$ cat config.mk
export PLATFORM = sky130hd
export DESIGN_NAME = print_uart_tx
export DESIGN_NICKNAME = d
export VERILOG_FILES = /design/src/rtl/print_uart_tx.sv
export SDC_FILE = /design/constraint.sdc
export NUM_CORES = 1
export LEC_CHECK = 0
export ABC_AREA = 1
export BUFFER_PORTS_ARGS = -buffer_cell sky130_fd_sc_hd__buf_2
export CELL_PAD_IN_SITES_DETAIL_PLACEMENT = 2
export CELL_PAD_IN_SITES_GLOBAL_PLACEMENT = 2
export CORE_ASPECT_RATIO = 0.8
export CORE_MARGIN = 10
export CORE_UTILIZATION = 30
export DETAILED_ROUTE_END_ITERATION = 6
export GPL_ROUTABILITY_DRIVEN = 0
export PLACE_DENSITY_LB_ADDON = 0.15
export SETUP_SLACK_MARGIN = 0.4
export SYNTH_ARGS = -nofsm -noshare
export SYNTH_HDL_FRONTEND = slang
export SYNTH_SLANG_ARGS = --single-unit
$ cat constraint.sdc
create_clock -name clk -period 7.7 [get_ports clk]
set_clock_uncertainty 0.05 [all_clocks]
set_input_delay 0.385 -clock clk [delete_from_list [all_inputs] [get_ports clk]]
set_output_delay 0.385 -clock clk [all_outputs]
set_load 0.05 [all_outputs]
$ cat src/rtl/print_uart_tx.sv
// Print-channel consumer: buffers 32-bit words from data memory in a FIFO and
// sends each one over UART 8N1, least-significant byte first.
module print_uart_tx #(
    parameter int CLK_FREQ   = 100_000_000,
    parameter int BAUD_RATE  = 115_200,
    parameter int FIFO_DEPTH = 8,
    parameter int SKIP_ZERO  = 1
) (
    input  logic                          clk,
    input  logic                          start,
    input  logic                          print_en,
    input  logic [31:0]                   print_data,
    output logic                          tx,
    output logic                          busy,
    output logic                          overflow,
    output logic [$clog2(FIFO_DEPTH):0]   fifo_count
);

    localparam int CPB = CLK_FREQ / BAUD_RATE;
    localparam int PW  = $clog2(FIFO_DEPTH);
    localparam int CW  = PW + 1;
    localparam int BW  = $clog2(CPB);

    typedef enum logic [2:0] {IDLE, LOAD, START, DATA, STOP} state_t;

    state_t                        state;
    logic [FIFO_DEPTH-1:0][31:0]   mem;
    logic [PW-1:0]                 wr_ptr, rd_ptr;
    logic [CW-1:0]                 count;
    logic                          full, empty, push, pop;
    logic [3:0][7:0]               shift_word;
    logic [1:0]                    byte_idx;
    logic [2:0]                    bit_idx;
    logic [7:0]                    shift;
    logic [BW-1:0]                 baud_cnt;
    logic                          baud_done;
    logic [7:0]                    cur_byte;

    // Fullness is judged on the pre-edge count, so a same-cycle pop never frees room.
    assign full       = (count == CW'(FIFO_DEPTH));
    assign empty      = (count == '0);
    assign push       = print_en && !full;
    assign pop        = (state == IDLE) && !empty;
    assign baud_done  = (baud_cnt == BW'(CPB - 1));
    assign cur_byte   = shift_word[byte_idx];
    assign fifo_count = count;
    assign busy       = (state != IDLE) || !empty;

    always_ff @(posedge clk) begin
        if (push) mem[wr_ptr] <= print_data;
    end

    always_ff @(posedge clk) begin
        if (!start) begin
            wr_ptr   <= '0;
            rd_ptr   <= '0;
            count    <= '0;
            overflow <= 1'b0;
        end else begin
            if (push) wr_ptr <= wr_ptr + 1'b1;
            if (pop)  rd_ptr <= rd_ptr + 1'b1;
            if (print_en && full) overflow <= 1'b1;
            case ({push, pop})
                2'b10:   count <= count + 1'b1;
                2'b01:   count <= count - 1'b1;
                default: ;
            endcase
        end
    end

    // tx is written every cycle from the current state, so it trails the state by one edge.
    always_ff @(posedge clk) begin
        if (!start) begin
            state      <= IDLE;
            tx         <= 1'b1;
            shift_word <= '0;
            byte_idx   <= '0;
            bit_idx    <= '0;
            shift      <= '0;
            baud_cnt   <= '0;
        end else begin
            case (state)
                IDLE: begin
                    tx <= 1'b1;
                    if (!empty) begin
                        shift_word <= mem[rd_ptr];
                        byte_idx   <= '0;
                        state      <= LOAD;
                    end
                end
                LOAD: begin
                    tx <= 1'b1;
                    if ((SKIP_ZERO != 0) && (cur_byte == 8'h00)) begin
                        if (byte_idx == 2'd3) state <= IDLE;
                        else                  byte_idx <= byte_idx + 1'b1;
                    end else begin
                        shift    <= cur_byte;
                        baud_cnt <= '0;
                        state    <= START;
                    end
                end
                START: begin
                    tx <= 1'b0;
                    if (baud_done) begin
                        baud_cnt <= '0;
                        bit_idx  <= '0;
                        state    <= DATA;
                    end else begin
                        baud_cnt <= baud_cnt + 1'b1;
                    end
                end
                DATA: begin
                    tx <= shift[0];
                    if (baud_done) begin
                        baud_cnt <= '0;
                        shift    <= shift >> 1;
                        if (bit_idx == 3'd7) state <= STOP;
                        else                 bit_idx <= bit_idx + 1'b1;
                    end else begin
                        baud_cnt <= baud_cnt + 1'b1;
                    end
                end
                STOP: begin
                    tx <= 1'b1;
                    if (baud_done) begin
                        baud_cnt <= '0;
                        if (byte_idx == 2'd3) begin
                            state <= IDLE;
                        end else begin
                            byte_idx <= byte_idx + 1'b1;
                            state    <= LOAD;
                        end
                    end else begin
                        baud_cnt <= baud_cnt + 1'b1;
                    end
                end
                default: state <= IDLE;
            endcase
        end
    end

endmodule

Yosys cells after proc, flatten, opt, wreduce, memory -nomap -nowiden --
Index checks and enable logic that the tools add are counted.
Word-level totals: register bits after elaboration 326, input bits 35, output and inout bits 7, logic and storage cells 111
Operators by class: $add $sub $neg 7, $lt $le $gt $ge 4, equality and inequality tests 19, multiplexer cells 33, bitwise operators 1, reduce and logical (&&, ||, !) cells 25
Operators with widths (number):
- bitwise mux 256 bit | 1
- binary-select mux 32 bit (select 3 bit) | 1
- demux 32 bit (select 3 bit) | 1
- two-way mux 32 bit | 2
- two-way mux 3 bit | 10
- two-way mux 8 bit | 3
- two-way mux 10 bit | 2
- case mux 10 bit (2 select lines) | 1
- binary-select mux 8 bit (select 2 bit) | 1
- inequality test 2 bit, second input constant | 8
- case mux 8 bit (2 select lines) | 1
- case mux 3 bit (5 select lines) | 1
- adder 10 x 1 -> 10 bit, second input constant | 1
- equality test 10 bit, second input constant | 1
- adder 3 x 1 -> 3 bit, second input constant | 3
- nonzero test 3 bit | 3
- zero test 8 bit | 1
- less-than comparator 3 x 4 -> 1 bit, second input constant | 2
- two-way mux 2 bit | 4
- case mux 4 bit (2 select lines) | 1
- AND reduction 4 bit | 2
- nonzero test 2 bit | 4
- equality test 3 x 2 -> 1 bit, second input constant | 2
- equality test 3 bit, second input constant | 2
- 24 further kinds | 31

Longest topological paths before layout --
word-level depth 5, depth in mapped cells 15, mapped depth without buffers 13

Least setup slack after synthesis --
No wires, ideal clock.
path kind reg2reg, start reg count[0] (netlist: fifo_count[0]), end reg mem[0] in the netlist's numbering, enable pin, setup time 421 ps, arrival 2726 ps, data required time 7229 ps, slack 4503 ps, stages on the path, launching flop included 9, path buffers 0, clock period less this slack 3197 ps, cell sequence dfxtp_1 > inv_1 > nand2_1 > nor2_1 > nand2_1 > nand2_1 > inv_1 > nand2_1 > nor2_1
Between the ends: word-level cells in the longest chain between the ends 3
Ends and longest elaborated chain:
- start: declaration | line 29 | logic [CW-1:0] count;
- start signal: assignment | line 64 | 2'b10: count <= count + 1'b1;
- start signal: assignment | line 65 | 2'b01: count <= count - 1'b1;
- equality test 4 bit | line 40 | assign full = (count == CW'(FIFO_DEPTH));
- zero test 1 bit | line 42 | assign push = print_en && !full;
- logical AND 1 bit | line 42
- end signal: indexed assignment | line 50 | if (push) mem[wr_ptr] <= print_data;
- end: declaration | line 27 | logic [FIFO_DEPTH-1:0][31:0] mem;
No other way between the ends. A chain may end at the register's enable or synchronous reset.

Final worst setup path --
start reg state[0], end reg count[2] (netlist: fifo_count[2])
Between the ends: word-level cells in the longest chain between the ends 4, elaborated cells on any way between the ends 6, those cells by class eq/ne: 2; mux: 1; reduce/logical: 3
Ends and longest elaborated chain:
- start: declaration | line 26 | state_t state;
- start signal: assignment | line 74 | state <= IDLE;
- start signal: assignment | line 88 | state <= LOAD;
- start signal: assignment | line 94 | if (byte_idx == 2'd3) state <= IDLE;
- zero test 3 bit * | line 43 | assign pop = (state == IDLE) && !empty;
- logical AND 1 bit * | line 43
- equality test 2 x 1 -> 1 bit / equality test 2 bit (equally long branches) | line 63 | case ({push, pop})
- case mux 4 bit (2 select lines) / nonzero test 2 bit (equally long branches)
Every way passes the cells marked *; elsewhere a longest branch is shown, timed or not.

==> reports/metrics.csv <==
stage;metric;value;unit
status;outcome;finished, final reports clean;
synthesis;synth_area_per_cell;11.79;sq um
global_route;grt_pass1_vias;9666;
global_route;grt_start_max_net_pins;131;
drt;wl;37280;microns
finish;syn2layout_area_growth;14.48;%
placed_design;dpl.hpwl;21270;microns
sta;hold_violations;0;
sta;fin_crit_sh;0.4220;
sta;slew_viol_final;0;
run;maxCapViolCount;0;
clock_network;cts.reportedPaths.clkPinSlew;60;ps
synthesis;syn-cell-area;13500;sq um
finish;layout.area.seq;9095;sq um
power;power.density;352.0;nW/um^2
clock_network;clock-sinks;326;
clock_network;cts_tree;built;
finish;multiInputGateArea;3747;sq um
drt;drc;0;
placed_design;io_buffers;41;
synthesis;synth-edff-count;256;
floorplan;die_w;257.1;microns
synthesis;yosys-top-cells-area;edfxtp_1 (57%), dfxtp_1 (10%), o21ai_0 (6.5%);
synthesis;synth_top_area_frac;0.5696;
clock_network;htreeDepth;2;
synthesis;synth-async-reset-ratio;0;
setup_path;cp-end-kind;register;
clock_network;cts_made_buffers;37;
floorplan;start_util;0.3036;
setup_path;crit_type;register to register;
floorplan;dieArea;53930;sq um
sta;rsz0062_at_grt;no;
synthesis;yosysUniqueCellTypes;37;
sta;setup_viol;0;
finish;diodes;0;
min_path;min_path_type;input pin to register;
synthesis;synth_top_area_cell;edfxtp_1;
power;p_total;0.005438;W
clock_network;postCtsSetupBuffers;0;
sta;slew_headroom;0.2941;
global_route;grt_pass1_wl;58820;microns
power;leakage;5.289;nW
drt;ant_nets;0;
synthesis;ys_seq_area_frac;0.6734;
synthesis;synth_nets;1189;
global_route;track_usage;0.1392;
drt;vias;8808;
finish;n_fill_cell;4644;
clock_network;ctsRootBufferMaster;clkbuf_16;
finish;drive_gt1_frac;0.1206;
sta;min_period;3250;ps
clock_network;cts_buffer_depth;3;
floorplan;core;44460;sq um
clock_network;cts-resized-gates;0;
placed_design;dpl.cell_count;1738;
floorplan;num_rows;69;
synthesis;syn_inst;1145;
setup_path;cp-start-kind;register;
clock_network;clock_latency;530;ps
global_route;overflow;0;
synthesis;synth_common_cells;edfxtp_1 (256), o21ai_0 (176), a21oi_1 (121);
setup_path;path_max_fanout;70;
global_route;antenna_found_initial;0;
sta;max_freq;307.7;MHz
sta;tns;0;ps
floorplan;io_pins;42;
synthesis;synth_ff_type;edfxtp_1;
setup_path;arrival;3620;ps
drt;dr.pass1.iters;5;
finish;final_nets;1218;
drt;drtIter0Drc;440;
drt;wl_per_cell;20.65;microns
clock_network;cts_hold_buf;0;
power;ir_worst_vdd;0.0001915;V
synthesis;yosysMostFrequentCell;edfxtp_1;
drt;via_per_inst;4.880;
floorplan;dieHeight;209.7;microns
synthesis;yosys_warnings;0;
finish;stdcell_count;1805;
setup_path;crit_required;8070;ps
synthesis;synth-seq-cells;326;
sta;tightest_slew;1059;ps
-- final timing paths --
check	slack (ps)	endpoint	start	cells past startpoint
setup / recovery	4450	fifo_count[2]	state[0]	13
hold / removal	70	mem[253]	print_data[29]	1
setup reg to reg	4450	fifo_count[2]	state[0]	13
hold reg to reg	410	overflow	overflow	2
-- through the flow --
stage	hold WS (ps)	setup slack (ps)	utilization	area [sq um]
2_1_floorplan	392.8	4503	-	13500
3_3_place_gp	385.1	4535	0.3222	14320
3_5_place_dp	405.0	4315	0.3222	14320
4_1_cts	47.68	4318	0.3475	15450
5_1_grt	73.93	4029	0.3475	15450
6_report	72.95	4450	0.3475	15450
-- sequential cells by signal (all words and copies together), names as in the netlist --
signal / flops
mem: 256
shift_word: 32
baud_cnt: 10
shift: 8
fifo_count: 4
bit_idx: 3
rd_ptr: 3
state: 3
wr_ptr: 3
byte_idx: 2
overflow: 1
tx: 1
-- layer usage --
metal | global-route usage | wire (microns)
met1 | 0.1825 | 17650
met2 | 0.2374 | 18070
met3 | 0.02134 | 953
met4 | 0.03300 | 608
met5 | 0 | 0
-- cells by family (layout without fill, tap and decap cells) --
| group | count (synthesis) | after routing | share of synthesized area |
|---|---|---|---|
| AOI/OAI and AO/OA | 346 | 346 | 0.1379 |
| xor gates and xnor gates | 4 | 4 | 0.002596 |
| adders and majority gates | 9 | 9 | 0.008344 |
| buffers and inverters | 170 | 227 | 0.05340 |
| DFF | 326 | 326 | 0.6734 |
| muxes | 64 | 64 | 0.04746 |
| and+or+nand+nor | 226 | 226 | 0.07685 |
-- worst max-delay path, cell delays in order, from the launching register on --
cell and delay, ps:
dfxtp_1 330, inv_1 130, nand2_2 110, nor2_1 160, inv_1 50, or2_2 320
inv_2 740, ha_1 380, xor2_1 260, ha_1 200, a21oi_1 60, xnor2_1 130
o21ai_0 170, inv_1 60
-- where the power goes --
part / internal (W) / total [W] / switching (W)
Sequential: 0.00210 / 0.00228 / 0.000176
Clock: 0.000971 / 0.00168 / 0.000706
Combinational: 0.000474 / 0.00148 / 0.00101
Total: 0.00355 / 0.00544 / 0.00189
-- area by class of cell --
cell class,count,share of cell area
Inverter,103,0.02518
Sequential cell,326,0.5886
Tap cell,603,0.04883
Timing Repair Buffer,57,0.02186
Clock inverter,10,0.005426
Multi-Input combinational cell,649,0.2425
Clock buffer,57,0.06754
-- cells in the final DEF (no fill, tap or decap), drive strengths merged --
| master | instances |
|---|---|
| edfxtp | 256 |
| ha | 9 |
| dfxtp | 70 |
| nor4 | 1 |
| nand4 | 11 |
| a311oi | 1 |
| bufinv | 1 |
| buf | 57 |
| nand3b | 6 |
| nand3 | 50 |
| nand2 | 111 |
| o211ai | 32 |
| xnor2 | 1 |
| o21bai | 1 |
| o21ai | 178 |
| a211oi | 1 |
| o22ai | 1 |
| or2 | 3 |
| clkbuf | 57 |
| nor2 | 39 |
| o31ai | 1 |
| mux2i | 64 |
| clkinv | 10 |
| inv | 102 |
| xor2 | 3 |
| a21oi | 131 |
| nor3 | 5 |
No activity file was read; power rests on OpenSTA's default activity.
